===== config.mk =====
export PLATFORM = sky130hd
export DESIGN_NAME = input_debouncer_flat
export DESIGN_NICKNAME = d
export VERILOG_FILES = /design/src/rtl/input_debouncer_pkg.sv /design/src/rtl/input_debouncer_if.sv /design/src/rtl/input_debouncer_sync_chain.sv /design/src/rtl/input_debouncer.sv /design/src/flat_wrapper.sv
export SDC_FILE = /design/constraint.sdc
export NUM_CORES = 1
export LEC_CHECK = 0
export BUFFER_PORTS_ARGS = -buffer_cell sky130_fd_sc_hd__buf_2
export CAP_MARGIN = 25
export CORE_MARGIN = 4
export CORE_UTILIZATION = 35
export DETAILED_ROUTE_END_ITERATION = 8
export GPL_ROUTABILITY_DRIVEN = 0
export SYNTH_ARGS = -nofsm -noshare
export SYNTH_HDL_FRONTEND = slang
export SYNTH_SLANG_ARGS = --single-unit

===== constraint.sdc =====
create_clock -name clk -period 2.65 [get_ports clk]
set_clock_uncertainty 0.05 [all_clocks]
set_input_delay 0.1325 -clock clk [delete_from_list [all_inputs] [get_ports clk]]
set_output_delay 0.1325 -clock clk [all_outputs]
set_load 0.02 [all_outputs]

===== src/rtl/input_debouncer_pkg.sv =====
// Shared definitions for the input debouncer and its synchronizer.
//   state_t          : debouncer FSM states
//   SYNC_STAGES_MIN  : lower bound on synchronizer depth
package input_debouncer_pkg;

  typedef enum logic {
    STATE_STABLE  = 1'b0,
    STATE_QUALIFY = 1'b1
  } state_t;

  localparam int unsigned SYNC_STAGES_MIN = 2;

endpackage


===== src/rtl/input_debouncer_if.sv =====
// Signal bundle between the debouncer and its user.
//   in, enable, filter_len : driven by master (raw line, freeze control, length L)
//   out, busy, glitch      : driven by slave (clean level, qualifying, abort pulse)
interface input_debouncer_if #(
  parameter int unsigned CNT_WIDTH = 8
);
  logic                 in;
  logic                 enable;
  logic [CNT_WIDTH-1:0] filter_len;
  logic                 out;
  logic                 busy;
  logic                 glitch;

  modport master (
    output in, enable, filter_len,
    input  out, busy, glitch
  );

  modport slave (
    input  in, enable, filter_len,
    output out, busy, glitch
  );
endinterface


===== src/rtl/input_debouncer_sync_chain.sv =====
// Multi-flop synchronizer for an asynchronous single-bit input.
//   clk  : destination clock
//   rst  : asynchronous active-high reset, loads RESET_VAL into every stage
//   i_d  : asynchronous input
//   o_q  : synchronized output (last stage)
module sync_chain
  import input_debouncer_pkg::*;
#(
  parameter int unsigned STAGES    = 2,
  parameter logic        RESET_VAL = 1'b0
) (
  input  logic clk,
  input  logic rst,
  input  logic i_d,
  output logic o_q
);

  // Depth below two would defeat metastability protection.
  localparam int unsigned DEPTH = (STAGES < SYNC_STAGES_MIN) ? SYNC_STAGES_MIN : STAGES;

  logic [DEPTH-1:0] r_sync;

  always_ff @(posedge clk or posedge rst) begin
    if (rst) begin
      r_sync <= {DEPTH{RESET_VAL}};
    end else begin
      r_sync <= {r_sync[DEPTH-2:0], i_d};
    end
  end

  assign o_q = r_sync[DEPTH-1];

endmodule


===== src/rtl/input_debouncer.sv =====
// Debounces one asynchronous line: synchronizes it, then only lets a new
// level through to `out` once it has been seen at the synchronizer output
// for filter_len+1 consecutive enabled cycles.
//   clk, reset        : clock and asynchronous active-high reset
//   dbif.in           : raw asynchronous line
//   dbif.enable       : low freezes `out` (and aborts any pending qualification)
//   dbif.filter_len   : qualification length L, compared live each cycle
//   dbif.out          : debounced registered level
//   dbif.busy         : registered, high while a transition is being qualified
//   dbif.glitch       : one-cycle pulse when a candidate transition is aborted
module input_debouncer
  import input_debouncer_pkg::*;
#(
  parameter int unsigned SYNC_STAGES = 2,
  parameter int unsigned CNT_WIDTH   = 8,
  parameter logic        RESET_LEVEL = 1'b0
) (
  input  logic               clk,
  input  logic               reset,
  input_debouncer_if.slave   dbif
);

  logic                 w_s;
  state_t               r_state, w_state_nxt;
  logic [CNT_WIDTH-1:0] r_cnt, w_cnt_nxt;
  logic                 r_out, w_out_nxt;
  logic                 r_busy;
  logic                 r_glitch, w_glitch_nxt;

  sync_chain #(
    .STAGES    (SYNC_STAGES),
    .RESET_VAL (RESET_LEVEL)
  ) u_sync (
    .clk (clk),
    .rst (reset),
    .i_d (dbif.in),
    .o_q (w_s)
  );

  always_ff @(posedge clk or posedge reset) begin
    if (reset) begin
      r_state  <= STATE_STABLE;
      r_cnt    <= '0;
      r_out    <= RESET_LEVEL;
      r_busy   <= 1'b0;
      r_glitch <= 1'b0;
    end else begin
      r_state  <= w_state_nxt;
      r_cnt    <= w_cnt_nxt;
      r_out    <= w_out_nxt;
      // Registered from the next state so busy tracks the state register exactly.
      r_busy   <= (w_state_nxt == STATE_QUALIFY);
      r_glitch <= w_glitch_nxt;
    end
  end

  always_comb begin
    w_state_nxt  = r_state;
    w_cnt_nxt    = r_cnt;
    w_out_nxt    = r_out;
    w_glitch_nxt = 1'b0;
    unique case (r_state)
      STATE_STABLE: begin
        if (dbif.enable && (w_s != r_out)) begin
          if (dbif.filter_len == '0) begin
            w_out_nxt = w_s;
          end else begin
            w_state_nxt = STATE_QUALIFY;
            w_cnt_nxt   = CNT_WIDTH'(1);
          end
        end
      end
      STATE_QUALIFY: begin
        if (!dbif.enable) begin
          w_state_nxt = STATE_STABLE;
          w_cnt_nxt   = '0;
        end else if (w_s == r_out) begin
          w_state_nxt  = STATE_STABLE;
          w_cnt_nxt    = '0;
          w_glitch_nxt = 1'b1;
        end else if (r_cnt >= dbif.filter_len) begin
          // >= lets a lowered filter_len complete immediately; counter stays <= L.
          w_out_nxt   = w_s;
          w_state_nxt = STATE_STABLE;
          w_cnt_nxt   = '0;
        end else begin
          w_cnt_nxt = r_cnt + CNT_WIDTH'(1);
        end
      end
      default: begin
        w_state_nxt = STATE_STABLE;
        w_cnt_nxt   = '0;
      end
    endcase
  end

  assign dbif.out    = r_out;
  assign dbif.busy   = r_busy;
  assign dbif.glitch = r_glitch;

endmodule


===== src/flat_wrapper.sv =====
// flat-port wrapper written by rule: the top's interface ports become plain ports
module input_debouncer_flat import input_debouncer_pkg::*;
#(
  parameter int unsigned SYNC_STAGES = 2,
  parameter int unsigned CNT_WIDTH   = 8,
  parameter logic        RESET_LEVEL = 1'b0
)
  (clk, reset, dbif_in, dbif_enable, dbif_filter_len, dbif_out, dbif_busy, dbif_glitch);
  input_debouncer_if #(.CNT_WIDTH(CNT_WIDTH)) dbif_i ();
  input  logic clk;
  input  logic reset;
  input wire logic [$bits(dbif_i.in)-1:0] dbif_in;
  input wire logic [$bits(dbif_i.enable)-1:0] dbif_enable;
  input wire logic [$bits(dbif_i.filter_len)-1:0] dbif_filter_len;
  output wire logic [$bits(dbif_i.out)-1:0] dbif_out;
  output wire logic [$bits(dbif_i.busy)-1:0] dbif_busy;
  output wire logic [$bits(dbif_i.glitch)-1:0] dbif_glitch;
  assign dbif_i.in = dbif_in;
  assign dbif_i.enable = dbif_enable;
  assign dbif_i.filter_len = dbif_filter_len;
  assign dbif_out = dbif_i.out;
  assign dbif_busy = dbif_i.busy;
  assign dbif_glitch = dbif_i.glitch;
  input_debouncer #(.SYNC_STAGES(SYNC_STAGES), .CNT_WIDTH(CNT_WIDTH), .RESET_LEVEL(RESET_LEVEL)) u_core (.clk(clk), .reset(reset), .dbif(dbif_i));
endmodule

==> flow_summary.ini, run 1 <==
[run_status]
status = completed

[timing]
tightest_slew_ns = 0.500
relSlewSlack = 0.666
min_period_ns = 2.15
finalMaxSlewViolations = 0
setup_violations = 0
rsz0062_at_grt = no
max_freq_mhz = 465
period_share = 0.812
final-hold-violation-count = 0
tns_ns = 0

[synthesis]
yosysWarningCount = 0
ys_ff_latch = 13
ys_seq_area_frac = 0.372
yosysUniqueCellTypes = 29
syn_area_um2 = 875
syn_inst = 93
syn_nets = 114
syn_avg_cell_area_um2 = 9.40

[global_routing]
grt_first_pass_wirelength_um = 2990
overflow = 0
grt_pass1_vias = 717
grt_max_degree = 14
track_usage = 0.116
antenna_found_initial = 0

[layout]
drive_above_1_share = 0.207
layout.nets = 133
diodes = 0
final_cells = 139
syn2layout_area_growth_pct = 14.0

[cts]
clk_path_buf_depth = 2
htreeDepth = 1
clk_latency_ns = 0.28
clock_sinks = 13
cts_root_buffer = clkbuf_4
tritoncts = yes
clkSlewWorstSetupHoldPaths_ns = 0.08
cts_resized = 0
cts_buffers = 3

[die]
start_util = 0.381
core-area_um2 = 2300
dieArea_um2 = 3360
die_y_um = 58.0
num_rows = 17
dieWidth_um = 58.0
num_io_pins = 15

[run]
max-cap-violations = 0

[worst_setup_path]
critPathArrivalTime_ns = 2.32
critPathRequiredTime_ns = 2.82
worstSetupStartpointType = flop
crit_path_end_kind = flop
crit_type = reg2reg
path_max_fanout = 12

[routing]
ant_nets = 0
vias_per_cell = 5.16
wire_per_inst_um = 12.1
dr.pass1.iters = 2
vias = 717
drt_iter0_markers = 5
route.detailed.drc = 0
routed_wl_um = 1680

[power]
p_per_area_nw_per_um2 = 640
peakVddDrop_v = 0.000359
p_leak_nw = 0.519

[placed_design]
portBuffers = 14
place_inst = 133
dp_hpwl_um = 1350

[min_path]
hold_path_class = in2reg
## cells in the mapped netlist, drive strengths merged
cell,n,area share
dfrtp,13,0.37
inv,13,0.056
ha,9,0.13
o21ai,9,0.051
nand2,6,0.026
a21oi,5,0.029
nor3,5,0.029
nor2,4,0.026
a211o,3,0.030
a21o,3,0.026
nand3,3,0.017
a211oi,2,0.023
nor4,2,0.014
o22ai,2,0.014
or3,2,0.014
a2111o,1,0.013
a41oi,1,0.010
and3,1,0.0072
buf,1,0.013
bufbuf,1,0.021
mux2,1,0.013
nand2b,1,0.016
nand3b,1,0.0086
nand4,1,0.0072
nor4b,1,0.017
o21a,1,0.0086
xnor2,1,0.010
## power by group
part           internal (W)  total, W  leakage, nW  switching [W]
combinational      0.000106  0.000238        0.331       0.000132
sequential         0.000232  0.000279        0.171      0.0000470
clock             0.0000561  0.000122       0.0177      0.0000657
total              0.000393  0.000638        0.519       0.000245
## flip-flops by register name, indices dropped and copies added, names as in the netlist
name	flops
u_core.r_cnt	8
u_core.r_state	1
u_core.u_sync.r_sync	2
u_core.dbif.out	1
u_core.dbif.glitch	1
## layout by cell type (no fill, tap or decap)
cell type	instances
nand4_1	1
nor4b_2	1
a211oi_1	1
nand3_1	3
a21o_1	3
mux2_2	1
o21a_1	1
and3_1	1
nand2b_4	1
xnor2_1	1
ha_1	9
nor3_1	5
inv_1	13
clkbuf_4	3
nand3b_1	1
nand2_1	6
nor2_4	1
buf_2	14
clkinv_2	1
a41oi_1	1
dlygate4sd3_1	2
a2111o_1	1
a211o_1	3
a21oi_1	5
o22ai_1	2
a211oi_2	1
or3_1	2
o21ai_0	9
nor4_1	2
nor2_1	3
dfrtp_1	13
## metal layers
layer | GRT usage | vias to the layer above | wire [um] | share of wire
li1 | - | 373 | - | -
met1 | 0.147 | 327 | 825 | 0.49
met2 | 0.176 | 12 | 716 | 0.43
met3 | 0.0223 | 5 | 89 | 0.053
met4 | 0.0795 | 0 | 51 | 0.030
met5 | 0 | - | 0 | 0
## stage by stage
step	area, um^2	worst slack (ns)	utilization	hold slack [ns]	total power, W
2_1_floorplan	875	0.594	-	-0.0405	0.000487
3_3_place_gp	950	0.546	0.413	0.129	0.000516
3_5_place_dp	950	0.496	0.413	0.128	0.000522
4_1_cts	997	0.481	0.434	0.0630	0.000648
5_1_grt	997	0.346	0.434	0.0817	0.000694
6_report	997	0.498	0.434	0.0686	0.000638
## layout make-up
type	instances	area [um^2]
clock buffer	3	22.5
fill	251	1300
multi-input combinational	65	470
tap	28	35.0
timing repair buffer	16	90.1
clock inverter	1	5.00
inverter	13	48.8
sequential	13	325
## final timing paths
path                                              start                 endpoint  slack [ns]  depth (start not counted)
max in group asynchronous                         reset          u_core.r_cnt[7]        1.85                          3
worst max-delay path                    u_core.r_cnt[0]          u_core.r_cnt[4]        0.50                          7
min in group asynchronous                         reset  u_core.u_sync.r_sync[0]        0.36                          3
worst min-delay path                        dbif_enable       u_core.dbif.glitch        0.07                          2
worst min register to register  u_core.u_sync.r_sync[0]  u_core.u_sync.r_sync[1]        0.31                          0
worst max register to register          u_core.r_cnt[0]          u_core.r_cnt[4]        0.50                          7
## cells by family (layout without fill, tap and decap cells)
family / after synthesis / after routing / synth area share
AO/OA/AOI/OAI: 27 / 27 / 0.205
XOR/XNOR: 1 / 1 / 0.0100
adder cells (fa/ha/maj): 9 / 9 / 0.129
buffers and inverters: 15 / 33 / 0.0901
flip-flops: 13 / 13 / 0.372
multiplexers: 1 / 1 / 0.0129
AND/OR/NAND/NOR: 27 / 27 / 0.182
## worst max-delay path: stages, from the launching register on
cell and delay, ns:
dfrtp_1 0.41, inv_1 0.07, ha_1 0.26, nand2b_4 0.13
a2111o_1 0.41, a211o_1 0.41, nor3_1 0.23, a211o_1 0.12
## timing repair
action                                 CTS  global route
endpoints found under the hold margin   14             0
hold buffers                             2             0
buffers inserted                         0             0
Power figures use the tool's default switching activity.
==> inputs of run 2 (changes only) <==
==> constraint.sdc (replaced) <==
create_clock -name clk -period 1.9 [get_ports clk]
set_clock_uncertainty 0.05 [all_clocks]
set_input_delay 0.095 -clock clk [delete_from_list [all_inputs] [get_ports clk]]
set_output_delay 0.095 -clock clk [all_outputs]
set_load 0.02 [all_outputs]
==> run 2 against run 1 <==
Compared with the run above: combinational power rose by 110%; critical path depth did not move; the run now ends with setup timing left; register-to-register slack got worse by 0.61 ns; non-clock buffer count rose by 11; first-iteration DRC count rose by 20%; largest power group is now combinational logic.
==> flow_summary.ini, run 2 (synthesized netlist as in run 1, its figures left out) <==
[cts]
cts_root_buffer = clkbuf_4
cts_buffers = 3
clk_path_buf_depth = 2
clock_sinks = 13
clk_latency_ns = 0.28
tritoncts = yes
htreeDepth = 1
clkSlewWorstSetupHoldPaths_ns = 0.08

[min_path]
hold_depth = 2
hold_path.startpoint = dbif_enable
worstHoldEndpoint = u_core.dbif.glitch
hold_path_class = in2reg

[worst_setup_path]
r2r_end = u_core.r_cnt[2]
path_cells = inv_1 -> ha_1 -> nand2b_4 -> a2111o_1 -> a211o_4 -> nor4b_4 -> a21o_1
critPathArrivalTime_ns = 2.19
r2r.worst_path.cells = 7
rrSetupSlack_ns = -0.12
path_buf_inv = 1
path_depth = 7
path_max_fanout = 6
critPathRequiredTime_ns = 2.08
crit_path_end_kind = flop
slowest_delay_ns = 0.41
timing.rr.start = u_core.r_cnt[0]
critPathSlowestCell = a2111o_1
crit_type = reg2reg
worstSetupStartpointType = flop
critPathTopFamily = compound AO/OA/AOI/OAI gates

[timing]
finalMaxSlewViolations = 0
max_freq_mhz = 496
rsz0062_at_grt = yes
final-hold-violation-count = 0
min_period_ns = 2.02
setup_violations = 9
tightest_slew_ns = 0.512
period_share = 1.06
relSlewSlack = 0.658
fin_ws_ns = -0.115

[die]
num_rows = 17
dieWidth_um = 58.0
start_util = 0.381
dieArea_um2 = 3360
num_io_pins = 15
die_y_um = 58.0
core-area_um2 = 2300

[layout]
diodes = 0
syn2layout_area_growth_pct = 33.8
largest_register = u_core.r_cnt
layout.nets = 145
final_area_um2 = 1170
final_cell_mix = 14 x buf_2, 13 x inv_1, 13 x dfrtp_1
final_common_cell = buf_2
top_regs = u_core.r_cnt: 8 flops, u_core.u_sync.r_sync: 2 flops
largest_reg_flops = 8
drive_above_1_share = 0.358

[run]
max-cap-violations = 0

[routing]
routed_wl_um = 2120
vias = 798
vias_per_cell = 5.28
ant_nets = 0
drt_iter0_markers = 6
route.detailed.drc = 0
wire_per_inst_um = 14.0
dr.pass1.iters = 4

[power]
p_leak_nw = 0.592
p_per_area_nw_per_um2 = 895
peakVddDrop_v = 0.000496
power.total_w = 0.00105

[run_status]
status = finished with violations
failed_checks = setup timing

[global_routing]
grt_pass1_vias = 848
overflow = 0
grt_max_degree = 14
track_usage = 0.139
grt_first_pass_wirelength_um = 3590
antenna_found_initial = 0

[placed_design]
postPlaceCellArea_um2 = 1010
portBuffers = 14
dp_hpwl_um = 1480
[run 2: cell count changes in the layout (fill, tap and decap cells not counted), sizes merged]
cell / delta
buf: +11
clkinv: -1
a211o: +1
clkbuf: +1
[run 2: timing repair]
item | 4_1_cts | 5_1_grt
hold buffers | 2 | 0
pin swaps | 4 | 0
cloned | 1 | 0
setup buffers | 3 | 0
setup endpoints to repair | 9 | 10
hold endpoints to repair | 14 | 0
gates resized for setup | 8 | 13
[run 2: layout make-up]
class / count / area, um^2
clock buffers: 4 / 26.3
fillers: 215 / 1130
inverters: 13 / 48.8
multi-input cells: 66 / 554
flip-flops and latches: 13 / 325
well taps: 28 / 35.0
repair buffers: 27 / 180
[run 2: report_power, final]
part           switching (W)  total (W)  internal, W
combinational       0.000259   0.000494     0.000235
clock              0.0000905   0.000172    0.0000815
sequential         0.0000585   0.000381     0.000323
total               0.000408    0.00105     0.000640
[run 2: stage by stage]
step           std cells  setup TNS, ns   util  hold slack [ns]  setup WS, ns
6_report             151         -0.617  0.509           0.0393        -0.115
5_1_grt              151          -1.49  0.509           0.0450        -0.206
4_1_cts              151         -0.506  0.486           0.0375       -0.0928
3_5_place_dp         141         -0.954  0.440            0.104        -0.201
3_3_place_gp         141         -0.487  0.440           0.0951        -0.119
2_1_floorplan         93         -0.285      -          -0.0780        -0.148
[run 2: per-layer routing]
metal  global-route usage  share of wire  up-vias
met3               0.0290          0.046        7
met4               0.0927          0.025        0
met5                    0              0        -
li1                     -              -      401
met1                0.158           0.45      372
met2                0.234           0.48       18
[run 2: worst max-delay path by stage]
stage / slack (ns) / endpoint / startpoint
after CTS: -0.09 / u_core.r_cnt[4] / u_core.r_cnt[0]
after floorplan: -0.15 / u_core.r_cnt[2] / u_core.r_cnt[0]
final: -0.12 / u_core.r_cnt[2] / u_core.r_cnt[0]
after global routing: -0.21 / u_core.r_cnt[2] / u_core.r_cnt[0]
after detailed placement: -0.20 / u_core.r_cnt[2] / u_core.r_cnt[0]
after global placement: -0.12 / u_core.r_cnt[2] / u_core.r_cnt[0]
==> inputs of run 3 (changes only) <==
--- a/config.mk
+++ b/config.mk
@@ -9,6 +9,7 @@
 export CAP_MARGIN = 25
 export CORE_MARGIN = 4
 export CORE_UTILIZATION = 35
+export CTS_BUF_LIST = sky130_fd_sc_hd__clkbuf_4 sky130_fd_sc_hd__clkbuf_8
 export DETAILED_ROUTE_END_ITERATION = 8
 export GPL_ROUTABILITY_DRIVEN = 0
 export SYNTH_ARGS = -nofsm -noshare
==> run 3 against run 2 <==
Compared with the run above: the run still ends with setup timing left; wire length is 2.9% lower; first-iteration DRC count stayed put; die area stayed put; sequential power hardly changed; utilization is 0.16 points lower; sequential cell count stayed put; non-clock buffer count stayed put; sequential share of layout area is 0.089 points higher; total power is 0.27% higher; via count is 0.25% higher; critical path type unchanged.
==> flow_summary.ini, run 3 (synthesized netlist as in run 1, its figures left out) <==
[layout]
largest_register = u_core.r_cnt
diodes = 0
final_cell_mix = 14 x buf_2, 13 x inv_1, 13 x dfrtp_1
syn2layout_area_growth_pct = 33.3
final_area_um2 = 1170
largest_reg_flops = 8
top_regs = u_core.r_cnt: 8 flops, u_core.u_sync.r_sync: 2 flops
nFillCells = 210
layout.nets = 145
drive_above_1_share = 0.350
final_common_cell = buf_2
finish.utilization = 0.508
final_cells = 151

[timing]
setup_violations = 9
fin_ws_ns = -0.108
relSlewSlack = 0.655
tightest_slew_ns = 0.517
finalMaxSlewViolations = 0
max_freq_mhz = 498
period_share = 1.06
min_period_ns = 2.01
final-hold-violation-count = 0
rsz0062_at_grt = yes

[worst_setup_path]
critPathArrivalTime_ns = 2.18
path_cells = inv_1 -> ha_1 -> nand2b_4 -> a2111o_1 -> a211o_4 -> nor4b_4 -> a21o_1
path_max_fanout = 6
crit_path_end_kind = flop
r2r_end = u_core.r_cnt[2]
r2r.worst_path.cells = 7
critPathRequiredTime_ns = 2.07
crit_type = reg2reg
critPathSlowestCell = a2111o_1
startpoint = u_core.r_cnt[0]
slowest_delay_ns = 0.41
rrSetupSlack_ns = -0.11
worstSetupStartpointType = flop
timing.rr.start = u_core.r_cnt[0]

[min_path]
worstHoldEndpoint = u_core.dbif.glitch
hold_path.startpoint = dbif_enable
hold_path_class = in2reg
hold_depth = 2

[cts]
clock_sinks = 13
cts_buffers = 3
clk_latency_ns = 0.28
tritoncts = yes
clkSlewWorstSetupHoldPaths_ns = 0.08
htreeDepth = 1
cts_root_buffer = clkbuf_4
clk_path_buf_depth = 2

[global_routing]
antenna_found_initial = 0
track_usage = 0.137
grt_max_degree = 14
grt_pass1_vias = 834
overflow = 0
grt_first_pass_wirelength_um = 3550

[die]
num_rows = 17
die_y_um = 58.0
dieWidth_um = 58.0
dieArea_um2 = 3360
core-area_um2 = 2300
start_util = 0.381
num_io_pins = 15

[power]
power_frac_comb = 0.461
p_leak_nw = 0.594
sw_frac_of_total = 0.379
peakVddDrop_v = 0.000493
clkPwrFrac = 0.175
p_int_w = 0.000652
p_switching_w = 0.000398
power_frac_seq = 0.363
p_per_area_nw_per_um2 = 900
power.total_w = 0.00105

[placed_design]
post-place-ws_ns = -0.201
place_inst = 141
postPlaceCellArea_um2 = 1010
portBuffers = 14
dp_hpwl_um = 1480

[run]
max-cap-violations = 0

[routing]
drt_iter0_markers = 6
routed_wl_um = 2060
route.detailed.drc = 0
ant_nets = 0
dr.pass1.iters = 3
wire_per_inst_um = 13.6
vias_per_cell = 5.30
vias = 800

[run_status]
status = finished with violations
failed_checks = setup timing
## run 3: cell counts in the layout (fill, tap and decap cells not counted)
Identical to the previous run, type by type.
## run 3: per-stage QoR
| step | hold WS [ns] | TNS, ns |
|---|---|---|
| finish | 0.0465 | -0.614 |
| global route | 0.0494 | -1.50 |
| global placement | 0.0951 | -0.487 |
| CTS | 0.0416 | -0.488 |
| floorplan | -0.0780 | -0.285 |
| detailed placement | 0.104 | -0.954 |
## run 3: how the worst max path moves through the flow
stage          slack [ns]         endpoint  cells past startpoint
4_1_cts             -0.09  u_core.r_cnt[2]                      7
3_5_place_dp        -0.20  u_core.r_cnt[2]                      7
2_1_floorplan       -0.15  u_core.r_cnt[2]                      8
5_1_grt             -0.20  u_core.r_cnt[2]                      7
6_report            -0.11  u_core.r_cnt[2]                      7
3_3_place_gp        -0.12  u_core.r_cnt[2]                      7
## run 3: area by class of cell
| cell class | count | area (um^2) | area share |
|---|---|---|---|
| timing repair buffer | 27 | 180 | 0.155 |
| inverter | 13 | 48.8 | 0.0418 |
| tap | 28 | 35.0 | 0.0300 |
| multi-input combinational | 66 | 547 | 0.469 |
| sequential | 13 | 325 | 0.279 |
| clock buffer | 4 | 30.0 | 0.0258 |
## run 3: power by group through the flow
| stage | logic, W | registers [W] | clock network, W |
|---|---|---|---|
| 3_3_place_gp | 0.000368 | 0.000381 | 0 |
| 4_1_cts | 0.000461 | 0.000380 | 0.000192 |
| 5_1_grt | 0.000534 | 0.000387 | 0.000206 |
| 3_5_place_dp | 0.000379 | 0.000385 | 0 |
| 6_report | 0.000484 | 0.000381 | 0.000184 |
| 2_1_floorplan | 0.000286 | 0.000394 | 0 |
## run 3: what timing repair did
action / CTS / global route
pin swaps: 3 / 1
hold buffers: 2 / 0
gates cloned: 1 / 0
buffers inserted: 3 / 0
endpoints found under the hold margin: 14 / 0
resized for setup: 11 / 8
setup endpoints to repair: 9 / 10
## run 3: per-layer routing
| layer | global-route usage | wire length, um | part of all wire | up-vias |
|---|---|---|---|---|
| li1 | - | - | - | 399 |
| met1 | 0.158 | 924 | 0.45 | 382 |
| met2 | 0.231 | 1020 | 0.50 | 15 |
| met3 | 0.0290 | 89 | 0.043 | 4 |
| met4 | 0.0828 | 23 | 0.011 | 0 |
| met5 | 0 | 0 | 0 | - |
## run 3: worst max-delay path, delay by kind of cell (launching register included)
| family | cells | cell delay, ns |
|---|---|---|
| AOI/OAI and AO/OA | 3 | 0.91 |
| and+or+nand+nor | 2 | 0.35 |
| DFF | 1 | 0.34 |
| adders and majority gates | 1 | 0.26 |
| buffers and inverters | 1 | 0.04 |
